==> src/rtl/pn_drive_bldc.sv <==
`default_nettype none
// ----------------------------------------------------------------------------
// pn_drive_bldc : six-step BLDC gate driver with integrated PWM chopper
// Rev 1.0
// ----------------------------------------------------------------------------
module pn_drive_bldc #(
   parameter int PWM_WIDTH = 8,
   parameter int DEAD_TIME = 4
) (
   input  logic                 clk,
   input  logic                 rst_n,
   input  logic                 pwm_en,
   input  logic [PWM_WIDTH-1:0] pwm_in,
   input  logic                 H1,
   input  logic                 H2,
   input  logic                 H3,
   output logic                 pwm_out,
   output logic                 AP,
   output logic                 AN,
   output logic                 BP,
   output logic                 BN,
   output logic                 CP,
   output logic                 CN
);

   localparam int                   DT_W    = (DEAD_TIME > 1) ? $clog2(DEAD_TIME) : 1;
   localparam logic [DT_W-1:0]      DT_LOAD = DT_W'(DEAD_TIME - 1);
   localparam logic [PWM_WIDTH-1:0] CNT_MAX = '1;

   typedef enum logic [0:0] {
      ST_RUN  = 1'b0,
      ST_DEAD = 1'b1
   } state_t;

   logic [PWM_WIDTH-1:0] cnt_q, cnt_d;
   logic [PWM_WIDTH-1:0] duty_q, duty_d;
   logic                 pwm_q, pwm_d;
   logic [2:0]           hall_m_q, hall_m_d;
   logic [2:0]           hall_s_q, hall_s_d;
   // Gate patterns are {hi[C,B,A], lo[C,B,A]}
   logic [5:0]           pat_q, pat_d;
   logic [5:0]           tgt_q, tgt_d;
   logic [5:0]           pat_dec;
   logic [DT_W-1:0]      dt_q, dt_d;
   state_t               state_q, state_d;

   always_comb begin
      cnt_d    = cnt_q + 1'b1;
      duty_d   = (cnt_q == CNT_MAX) ? pwm_in : duty_q;
      pwm_d    = pwm_en & (cnt_q < duty_q);
      hall_m_d = {H1, H2, H3};
      hall_s_d = hall_m_q;
   end

   always_comb begin
      pat_dec = 6'b000_000;
      case (hall_s_q)
         3'b101:  pat_dec = 6'b001_010;
         3'b100:  pat_dec = 6'b001_100;
         3'b110:  pat_dec = 6'b010_100;
         3'b010:  pat_dec = 6'b010_001;
         3'b011:  pat_dec = 6'b100_001;
         3'b001:  pat_dec = 6'b100_010;
         default: pat_dec = 6'b000_000;
      endcase
   end

   // Any change of the decoded pattern drops every gate, then waits DEAD_TIME
   // clocks; a further change while waiting restarts the wait on the new target.
   always_comb begin
      state_d = state_q;
      pat_d   = pat_q;
      tgt_d   = tgt_q;
      dt_d    = dt_q;
      case (state_q)
         ST_RUN: begin
            if (pat_dec != pat_q) begin
               state_d = ST_DEAD;
               pat_d   = 6'b000_000;
               tgt_d   = pat_dec;
               dt_d    = DT_LOAD;
            end
         end
         ST_DEAD: begin
            if (pat_dec != tgt_q) begin
               tgt_d = pat_dec;
               dt_d  = DT_LOAD;
            end else if (dt_q == '0) begin
               state_d = ST_RUN;
               pat_d   = tgt_q;
            end else begin
               dt_d = dt_q - 1'b1;
            end
         end
         default: state_d = ST_RUN;
      endcase
   end

   always_ff @(posedge clk or negedge rst_n) begin
      if (!rst_n) begin
         cnt_q    <= '0;
         duty_q   <= '0;
         pwm_q    <= 1'b0;
         hall_m_q <= 3'b000;
         hall_s_q <= 3'b000;
         pat_q    <= 6'b000_000;
         tgt_q    <= 6'b000_000;
         dt_q     <= '0;
         state_q  <= ST_RUN;
      end else begin
         cnt_q    <= cnt_d;
         duty_q   <= duty_d;
         pwm_q    <= pwm_d;
         hall_m_q <= hall_m_d;
         hall_s_q <= hall_s_d;
         pat_q    <= pat_d;
         tgt_q    <= tgt_d;
         dt_q     <= dt_d;
         state_q  <= state_d;
      end
   end

   // pwm_en gates the outputs directly so disabling never waits for a clock
   assign pwm_out = pwm_q;
   assign AP      = pat_q[3] & pwm_q & pwm_en;
   assign BP      = pat_q[4] & pwm_q & pwm_en;
   assign CP      = pat_q[5] & pwm_q & pwm_en;
   assign AN      = pat_q[0] & pwm_en;
   assign BN      = pat_q[1] & pwm_en;
   assign CN      = pat_q[2] & pwm_en;

endmodule
`default_nettype wire

==> config.mk <==
export PLATFORM = sky130hd
export DESIGN_NAME = pn_drive_bldc
export DESIGN_NICKNAME = d
export VERILOG_FILES = /design/src/rtl/pn_drive_bldc.sv
export SDC_FILE = /design/constraint.sdc
export NUM_CORES = 1
export LEC_CHECK = 0
export ABC_AREA = 1
export BUFFER_PORTS_ARGS = -buffer_cell sky130_fd_sc_hd__clkbuf_2
export CAP_MARGIN = 20
export CORE_ASPECT_RATIO = 0.8
export CORE_UTILIZATION = 40
export DETAILED_ROUTE_END_ITERATION = 8
export HOLD_SLACK_MARGIN = 0.15
export PLACE_DENSITY = 0.66
export SLEW_MARGIN = 0
export SYNTH_ARGS = -nofsm -noshare
export SYNTH_HDL_FRONTEND = slang
export SYNTH_SLANG_ARGS = --single-unit
==> constraint.sdc <==
create_clock -name clk -period 1.56 [get_ports clk]
set_input_delay 0.078 -clock clk [delete_from_list [all_inputs] [get_ports clk]]
set_output_delay 0.078 -clock clk [all_outputs]
set_load 0.02 [all_outputs]
; Word level (Yosys, flattened, before mapping)
; Cells that the tools add are included.
[op_classes]
bitwise = 11
n_lt_le_gt_ge = 1
eq_ne = 14
addsub = 2
reduce_logical = 4
muxes = 16
[op_table]
columns = cell, count
row1 = $pmux W6 S6, 1
row2 = $mux W6, 5
row3 = $pmux W6 S2, 2
row4 = $ne A6 B6 Y1, 2
row5 = $and A1 B1 Y1, 10
row6 = $eq A3 B3 Y1 const B, 3
row7 = $add A8 B1 Y8 const B, 1
row8 = $eq A8 B8 Y1 const B, 1
row9 = $lt A8 B8 Y1, 1
row10 = $eq A3 B2 Y1 const B, 2
row11 = $mux W2, 3
row12 = $ne A2 B1 Y1 const B, 2
row13 = $ne A2 B2 Y1 const B, 2
row14 = $pmux W2 S2, 1
row15 = $reduce_and A2 Y1, 2
row16 = $eq A3 B1 Y1 const B, 1
row17 = $mux W1, 3
row18 = $ne A3 B3 Y1 const B, 1
row19 = $reduce_and A3 Y1, 1
row20 = $logic_not A2 Y1, 1
row21 = $pmux W1 S2, 1
row22 = $sub A2 B1 Y2 const B, 1
row23 = $not A1 Y1, 1
[totals]
out_inout_bits = 7
reg_bits = 38
wordCells = 57
inputBits = 14

; Depth between registers and ports, before layout
; Gate-level depths: netlist (run 1).
[depth]
word_depth = 5
ltp_mapped = 12
mapped_depth_nobuf = 12

; Worst setup path before layout (run 1)
; Ideal clock, no wire load.
[synth_timing]
path_type = register -> register
start = register cnt_q[1]
end = register duty_q[5]
setup_time_ns = 0.124
arrival_time_ns = 1.357
synth_period_minus_slack_ns = 1.481
required_ns = 1.436
stages_incl_launch_ff = 9
slack_ns = 0.079
path_buffers = 1
path_cell_list = dfrtp_1 > ha_1 > and3_1 > nand3_1 > nor2_1 > nand2_1 > buf_2 > nor2_1 > a21oi_1
[synth_between]
elab_chain_len = 1
[synth_lines]
columns = item, line
row1 = from (decl), 35  ; logic [PWM_WIDTH-1:0] cnt_q, cnt_d;
row2 = from (signal assigned), 111  ; cnt_q <= cnt_d;
row3 = $eq A8 B8 Y1, 49  ; duty_d = (cnt_q == CNT_MAX) ? pwm_in : duty_q;
row4 = to (signal assigned), 112  ; duty_q <= duty_d;
row5 = to (decl), 36  ; logic [PWM_WIDTH-1:0] duty_q, duty_d;
; No other way between the ends.
; A chain may end at the register's enable or synchronous reset.

; Final worst setup path (run 1)
[layout_timing]
start = register hall_s_q[0]
end = register pat_q[2]
[layout_between]
elab_chain_len = 5
elab_cells_between_ends = 12
classes_between = 10 x eq/ne / 1 x mux / 1 x reduce/logical
[layout_lines]
columns = item, line
row1 = from (decl), 39  ; logic [2:0] hall_s_q, hall_s_d;
row2 = from (signal assigned), 115  ; hall_s_q <= hall_s_d;
row3 = $eq A3 B1 Y1 (tied with other cells), 57  ; case (hall_s_q)
row4 = $pmux W6 S6 (*), 57
row5 = $ne A6 B6 Y1 (on tied branches), "77, 85"
row6 = $ne A2 B2 Y1 (no source line), -
row7 = $reduce_and A3 Y1 (no source line) (*), -
row8 = to (signal assigned), 116  ; pat_q <= pat_d;
row9 = to (decl), 41  ; logic [5:0] pat_q, pat_d;
; Mark *: on every way between the ends. The rest lies on a longest branch, timed or not.

==> impl_metrics.csv, run 1 <==
group,metric,value,unit
yosys,synth.top_cell.area_share,47.6,%
sta,fin_crit_sh,101,%
sta,hold_viol_final,0,
cts,ctsLongestPathBuffers,2,
run_status,outcome,"finished with violations",
drt,drtAntennaViolNets,0,
drt,routed_wl_per_cell,13.0,um
setup_path,cp_max_fo,6,
yosys,synth.lib_cells_used.distinct,29,
floorplanning,die-width,81.0,um
sta,final-max-slew-violation-count,0,
floorplanning,die_area,5290,um^2
floorplanning,top_level_ports,21,
yosys,syn-num-nets,254,
sta,hold_ws,0.274,ns
yosys,yosysWarningCount,0,
sta,worstMarginPinSlew,0.306,ns
finish,multiInputGateArea,1030,um^2
sta,timing.slew.headroom,79.6,%
sta,period_needed,1.57,ns
setup_path,cp.arrival,1.80,ns
finish,sequential_cell_area_in_the_final_layout,953,um^2
global_route,grt_pass1_wl,7140,um
yosys,synth_area,2000,um^2
drt,post-route-drc-count,0,
worst_hold_path,hold_path_class,"in -> async",
place,numPortBuffers,20,
yosys,synth_top_area_cell,"sky130_fd_sc_hd__dfrtp_1",
yosys,syn-instance-count,231,
finish,num-fill-cells,405,
cts,cts.sinks,38,
place,gp_congestion,0.888,
run_status,violations,"setup timing",
global_route,groute.layer.met1.usage,27.1,%
drt,drtIter0Drc,83,
global_route,global_route.usage.met3,5.69,%
pwr,powerDensity,786,nW/um^2
sta,fin_tns_setup,-0.0187,ns
global_route,antenna_violations_before_repair,0,
cts,ctsRootBufferMaster,"sky130_fd_sc_hd__clkbuf_8",
finish,layout.cells.most_common,"sky130_fd_sc_hd__nand2_1",
cts,clock_latency_at_the_later_pin_of_the_worst_skew_pair,0.29,ns
cts,cts_made_buffers,5,
finish,layoutNonFillerInstCount,346,
place,dpl_cell_area,2250,um^2
floorplanning,fp-row-count,22,
global_route,grt_pass1_vias,1487,
setup_path,reg2regPathDepth,10,
setup_path,critical_path_required,1.80,ns
finish,layout.cell_area.non_filler,2650,um^2
cts,clk_pin_slew,0.07,ns
setup_path,worst_setup_path_start_kind,"flop",
sta,setup_viol,3,
setup_path,criticalPathCategory,"reg -> reg",
yosys,ys_ff_latch,38,
sta,fmaxAchievable,638,MHz
global_route,busiest_layer,"met1",
sta,fin_worst_skew,0.00290,ns
yosys,syn-mean-instance-area,8.66,um^2
place,dp.final_hpwl,3060,um
finish,final_core_utilization,56.4,%
yosys,netlist_top_cells_area,"sky130_fd_sc_hd__dfrtp_1 48%, sky130_fd_sc_hd__nand2_1 11%, sky130_fd_sc_hd__nand3_1 6.0%",
sta,final.setup.worst_slack,-0.00784,ns
drt,dr_vias,1659,
finish,final_cell_mix,"54 x sky130_fd_sc_hd__nand2_1, 36 x sky130_fd_sc_hd__dfrtp_1, 28 x sky130_fd_sc_hd__inv_1",
yosys,yosysSeqAreaShare,47.6,%
floorplanning,coreArea,4710,um^2
setup_path,critical_path.endpoint_type,"flop",
global_route,grt_remaining_overflow,0,
sta,rsz0062_at_grt,"yes",
run,max_cap_violations,0,
place,total_placed_cells_including_tap_cells,320,
finish,drive_gt1_share,29.7,%
pwr,vdd_ir_drop_max,613,uV
drt,dr.pass1.iters,4,
cts,clock_tree_from_tritoncts,"yes",
finish,layout-area-overhead-vs-synth,32.7,%
global_route,grt_max_degree,39,
setup_path,reg2reg_slack,-0.008,ns
finish,finish.net_count,308,
floorplanning,die_height,65.2,um
drt,drt-vias-per-instance,4.79,
global_route,groute.layer.met2.usage,24.3,%
cts,h-tree-depth,2,
global_route,global_route.usage.total,18.8,%
drt,drt_wl_total,4490,um
floorplanning,start_util,42.5,%
finish,antenna_cells_inserted,0,
pwr,leakagePower,1.36,nW
power breakdown:
group | internal [mW] | total (mW) | switching, mW
clock | 0.357 | 0.708 | 0.351
combinational | 0.140 | 0.319 | 0.179
sequential | 1.02 | 1.06 | 0.0385
total | 1.52 | 2.09 | 0.569
stage by stage:
step,worst slack [ns],power (mW)
2_1_floorplan,0.0794,1.22
3_5_place_dp,0.00712,1.31
6_report,-0.00784,2.09
3_3_place_gp,0.0197,1.31
5_1_grt,-0.110,2.20
4_1_cts,-0.00481,2.06
state kept, by name, summed over array words and instances (netlist names), 2 cells and up:
register / cells
hall_m_q: 3
tgt_q: 6
dt_q: 2
hall_s_q: 3
duty_q: 8
cnt_q: 8
pat_q: 6
kinds of logic (layout without fill, tap and decap cells):
family	count (synthesis)	after routing	synth area share, %
compound gates	16	16	4.32
buf+inv	35	89	7.26
fa+ha+maj	9	9	5.63
flops	38	38	47.6
simple gates	123	124	29.9
xor+xnor	10	10	5.32
worst paths after layout:
kind,start,end
max in group asynchronous,rst_n,hall_s_q[2]$_DFF_PN0_
min in group clk,hall_m_q[2]$_DFF_PN0_,hall_s_q[2]$_DFF_PN0_
worst min register to register,hall_m_q[2]$_DFF_PN0_,hall_s_q[2]$_DFF_PN0_
worst min-delay path,rst_n,duty_q[6]$_DFFE_PN0N_
worst max-delay path,hall_s_q[0]$_DFF_PN0_,pat_q[2]$_DFFE_PN0P_
worst max register to register,hall_s_q[0]$_DFF_PN0_,pat_q[2]$_DFFE_PN0P_
per-layer routing:
layer	vias to the layer above	share of wire, %
met5	-	0
met2	55	41
met4	0	2.2
li1	846	-
met3	8	7.0
met1	750	49
worst max-delay path: stages (launching register included):
cell and delay, ns:
sky130_fd_sc_hd__dfrtp_2 0.47, sky130_fd_sc_hd__buf_4 0.16, sky130_fd_sc_hd__nand3_2 0.10, sky130_fd_sc_hd__nand2_4 0.07, sky130_fd_sc_hd__nand2_2 0.07, sky130_fd_sc_hd__nand3_2 0.09, sky130_fd_sc_hd__nor2_4 0.17, sky130_fd_sc_hd__nand3_4 0.15
sky130_fd_sc_hd__clkinv_4 0.10, sky130_fd_sc_hd__nand2_1 0.05, sky130_fd_sc_hd__nand2_1 0.07
cells in the mapped netlist (all sizes together):
library cell,instances
ha,9
o21ai,2
nand3,27
and2,1
nand3b,3
clkinv,1
nand4,5
nor2,18
xor2,7
a21oi,13
xnor2,3
inv,32
nand2,67
and3,2
dfrtp,38
buf,2
o21a,1
layout make-up:
type | count | area share (%)
Clock buffer | 7 | 3.25
Multi-Input combinational cell | 159 | 38.9
Timing Repair Buffer | 48 | 14.0
Inverter | 33 | 4.95
Clock inverter | 1 | 0.189
Sequential cell | 38 | 35.9
Tap cell | 60 | 2.83
repair_timing:
item | 4_1_cts | 5_1_grt
resized for setup | 5 | 29
setup buffers | 1 | 3
hold buffers | 13 | 0
setup endpoints to repair | 6 | 22
hold endpoints to repair | 50 | 0
gates cloned | 1 | 0
pin swaps | 1 | 14
(Power assumes the default switching activity.)
==> run 2, diff against run 1 <==
CORE_UTILIZATION = 55   (was 40)
PLACE_DENSITY = 0.81   (was 0.66)
clock period = 1.5 ns   (was 1.56 ns; I/O delays follow)
==> run 2 against run 1 <==
  * The flow still finishes with violations (setup timing)
  * Setup slack worse by 0.18 ns
  * Wire length up 30%
  * Global-route usage up 7.5 points
  * Maximum frequency down 7.0%
  * Sequential share of layout area down 1.7 points
  * Design area up 5.2%
  * Via count up 12%
  * Sequential power up 5%
  * Non-clock buffer count up 2
  * Critical path depth up 2
  * Largest cell class unchanged
  * Largest power group unchanged
  * Highest routed layer unchanged
==> impl_metrics.csv, run 2 (same netlist as run 1, synthesis figures left out) <==
group,metric,value,unit
run_status,outcome,"finished with violations",
run_status,violations,"setup timing",
sta,rsz0062_at_grt,"yes",
sta,fin_crit_sh,112,%
floorplanning,start_util,58.0,%
cts,clk_pin_slew,0.08,ns
pwr,powerDensity,917,nW/um^2
drt,drt-vias-per-instance,5.64,
drt,dr.pass1.iters,5,
setup_path,cp_max_fo,6,
finish,final_core_utilization,80.9,%
finish,antenna_cells_inserted,0,
finish,finish.net_count,310,
global_route,grt_max_degree,39,
place,gp_congestion,1.00,
setup_path,worst_setup_path_start_kind,"flop",
finish,final_cell_mix,"49 x sky130_fd_sc_hd__nand2_1, 35 x sky130_fd_sc_hd__dfrtp_1, 28 x sky130_fd_sc_hd__inv_1",
worst_hold_path,hold_path_class,"in -> async",
floorplanning,die-width,69.4,um
floorplanning,fp-row-count,19,
sta,fmaxAchievable,593,MHz
global_route,grt_remaining_overflow,0,
drt,drtAntennaViolNets,0,
finish,layout_top_registers,"cnt_q (8), duty_q (8)",
finish,layout.cells.most_common,"sky130_fd_sc_hd__nand2_1",
sta,final-max-slew-violation-count,0,
drt,dr_vias,1860,
cts,cts.sinks,38,
place,dp.final_hpwl,2960,um
place,total_placed_cells_including_tap_cells,301,
floorplanning,die_height,55.9,um
cts,ctsLongestPathBuffers,2,
sta,fin_worst_skew,0.00482,ns
sta,worstMarginPinSlew,0.478,ns
cts,h-tree-depth,2,
sta,fin_tns_setup,-2.07,ns
cts,clock_latency_at_the_later_pin_of_the_worst_skew_pair,0.29,ns
global_route,global_route.usage.total,26.3,%
setup_path,criticalPathCategory,"reg -> reg",
drt,post-route-drc-count,0,
place,numPortBuffers,20,
cts,cts_made_buffers,5,
finish,num-fill-cells,186,
finish,layout-area-overhead-vs-synth,39.5,%
setup_path,critical_path.endpoint_type,"flop",
sta,timing.slew.headroom,68.1,%
drt,drtIter0Drc,296,
pwr,p_total,2.56,mW
setup_path,cp.arrival,1.92,ns
cts,clock_tree_from_tritoncts,"yes",
pwr,vdd_ir_drop_max,704,uV
finish,layoutNonFillerInstCount,330,
floorplanning,coreArea,3450,um^2
drt,routed_wl_per_cell,17.6,um
sta,setup_viol,16,
setup_path,critical_path_required,1.73,ns
drt,drt_wl_total,5820,um
cts,ctsRootBufferMaster,"sky130_fd_sc_hd__clkbuf_8",
global_route,grt_pass1_wl,7870,um
finish,drive_gt1_share,35.1,%
global_route,grt_pass1_vias,1649,
place,dpl_worst_slack,-0.117,ns
sta,period_needed,1.69,ns
sta,final.setup.worst_slack,-0.185,ns
run,max_cap_violations,0,
pwr,leakagePower,1.41,nW
sta,hold_viol_final,0,
global_route,antenna_violations_before_repair,0,
floorplanning,top_level_ports,21,
floorplanning,die_area,3880,um^2
==> run 2: changes by cell type in the layout (fill, tap and decap cells not counted), sizes merged <==
cell | before | now
buf | 15 | 17
bufinv | 0 | 2
clkbuf | 27 | 26
clkinv | 2 | 1
==> run 2: power by group <==
group | internal, mW | switching, mW | total, mW | leakage, nW
clock | 0.710 | 0.379 | 1.09 | 0.0714
sequential | 1.06 | 0.0461 | 1.11 | 0.455
combinational | 0.149 | 0.215 | 0.364 | 0.880
total | 1.92 | 0.640 | 2.56 | 1.41
==> run 2: worst paths after layout <==
| path | startpoint | end | slack (ns) | cells past startpoint |
|---|---|---|---|---|
| setup reg to reg | hall_s_q[1]$_DFF_PN0_ | pat_q[2]$_DFFE_PN0P_ | -0.19 | 12 |
| min in group clk | hall_m_q[2]$_DFF_PN0_ | hall_s_q[2]$_DFF_PN0_ | 0.35 | 0 |
| max in group asynchronous | rst_n | hall_s_q[0]$_DFF_PN0_ | 0.77 | 3 |
| hold reg to reg | hall_m_q[2]$_DFF_PN0_ | hall_s_q[2]$_DFF_PN0_ | 0.35 | 0 |
| hold / removal | rst_n | state_q$_DFF_PN0_ | 0.35 | 3 |
| setup / recovery | hall_s_q[1]$_DFF_PN0_ | pat_q[2]$_DFFE_PN0P_ | -0.19 | 12 |
==> run 2: metal layers <==
layer  routed length [um]  global-route usage, %  up-vias
li1                     -                      -      851
met1                 2280                   37.4      857
met2                 2710                   39.9      128
met3                  586                   6.34       24
met4                  248                   8.45        0
met5                    0                      0        -
==> run 2: repair_timing <==
| action | in CTS | in global routing |
|---|---|---|
| gates resized for setup | 15 | 45 |
| pin swaps | 9 | 13 |
| hold endpoints to repair | 50 | 0 |
| buffers inserted | 2 | 4 |
| cloned | 1 | 1 |
| setup endpoints to repair | 16 | 24 |
| hold buffers | 13 | 0 |
==> run 2: metrics by stage <==
| stage | cell area, um^2 | hold slack, ns |
|---|---|---|
| after floorplan | 2000 | -0.221 |
| after global placement | 2210 | 0.142 |
| after detailed placement | 2210 | 0.151 |
| after CTS | 2560 | 0.358 |
| after global routing | 2790 | 0.362 |
| final | 2790 | 0.347 |
==> run 2: layout make-up <==
| cell class | instances | area [um^2] | area share [%] |
|---|---|---|---|
| clock buffer | 6 | 82.6 | 2.96 |
| clock inverter | 2 | 60.1 | 2.15 |
| inverter | 33 | 134 | 4.80 |
| multi-input combinational | 159 | 1130 | 40.4 |
| timing repair buffer | 50 | 380 | 13.6 |
| tap | 42 | 52.6 | 1.88 |
| sequential | 38 | 955 | 34.2 |
==> run 2: critical path: stages (launching register included) <==
cell and delay (ns):
sky130_fd_sc_hd__dfrtp_2 0.45, sky130_fd_sc_hd__inv_4 0.07, sky130_fd_sc_hd__nand2_4 0.09, sky130_fd_sc_hd__inv_2 0.07
sky130_fd_sc_hd__nand2_2 0.10, sky130_fd_sc_hd__nand2_2 0.08, sky130_fd_sc_hd__inv_1 0.07, sky130_fd_sc_hd__nand2_2 0.06
sky130_fd_sc_hd__nor2_4 0.18, sky130_fd_sc_hd__nand3_4 0.16, sky130_fd_sc_hd__clkinv_4 0.11, sky130_fd_sc_hd__nand2_1 0.07
sky130_fd_sc_hd__nand2_1 0.10
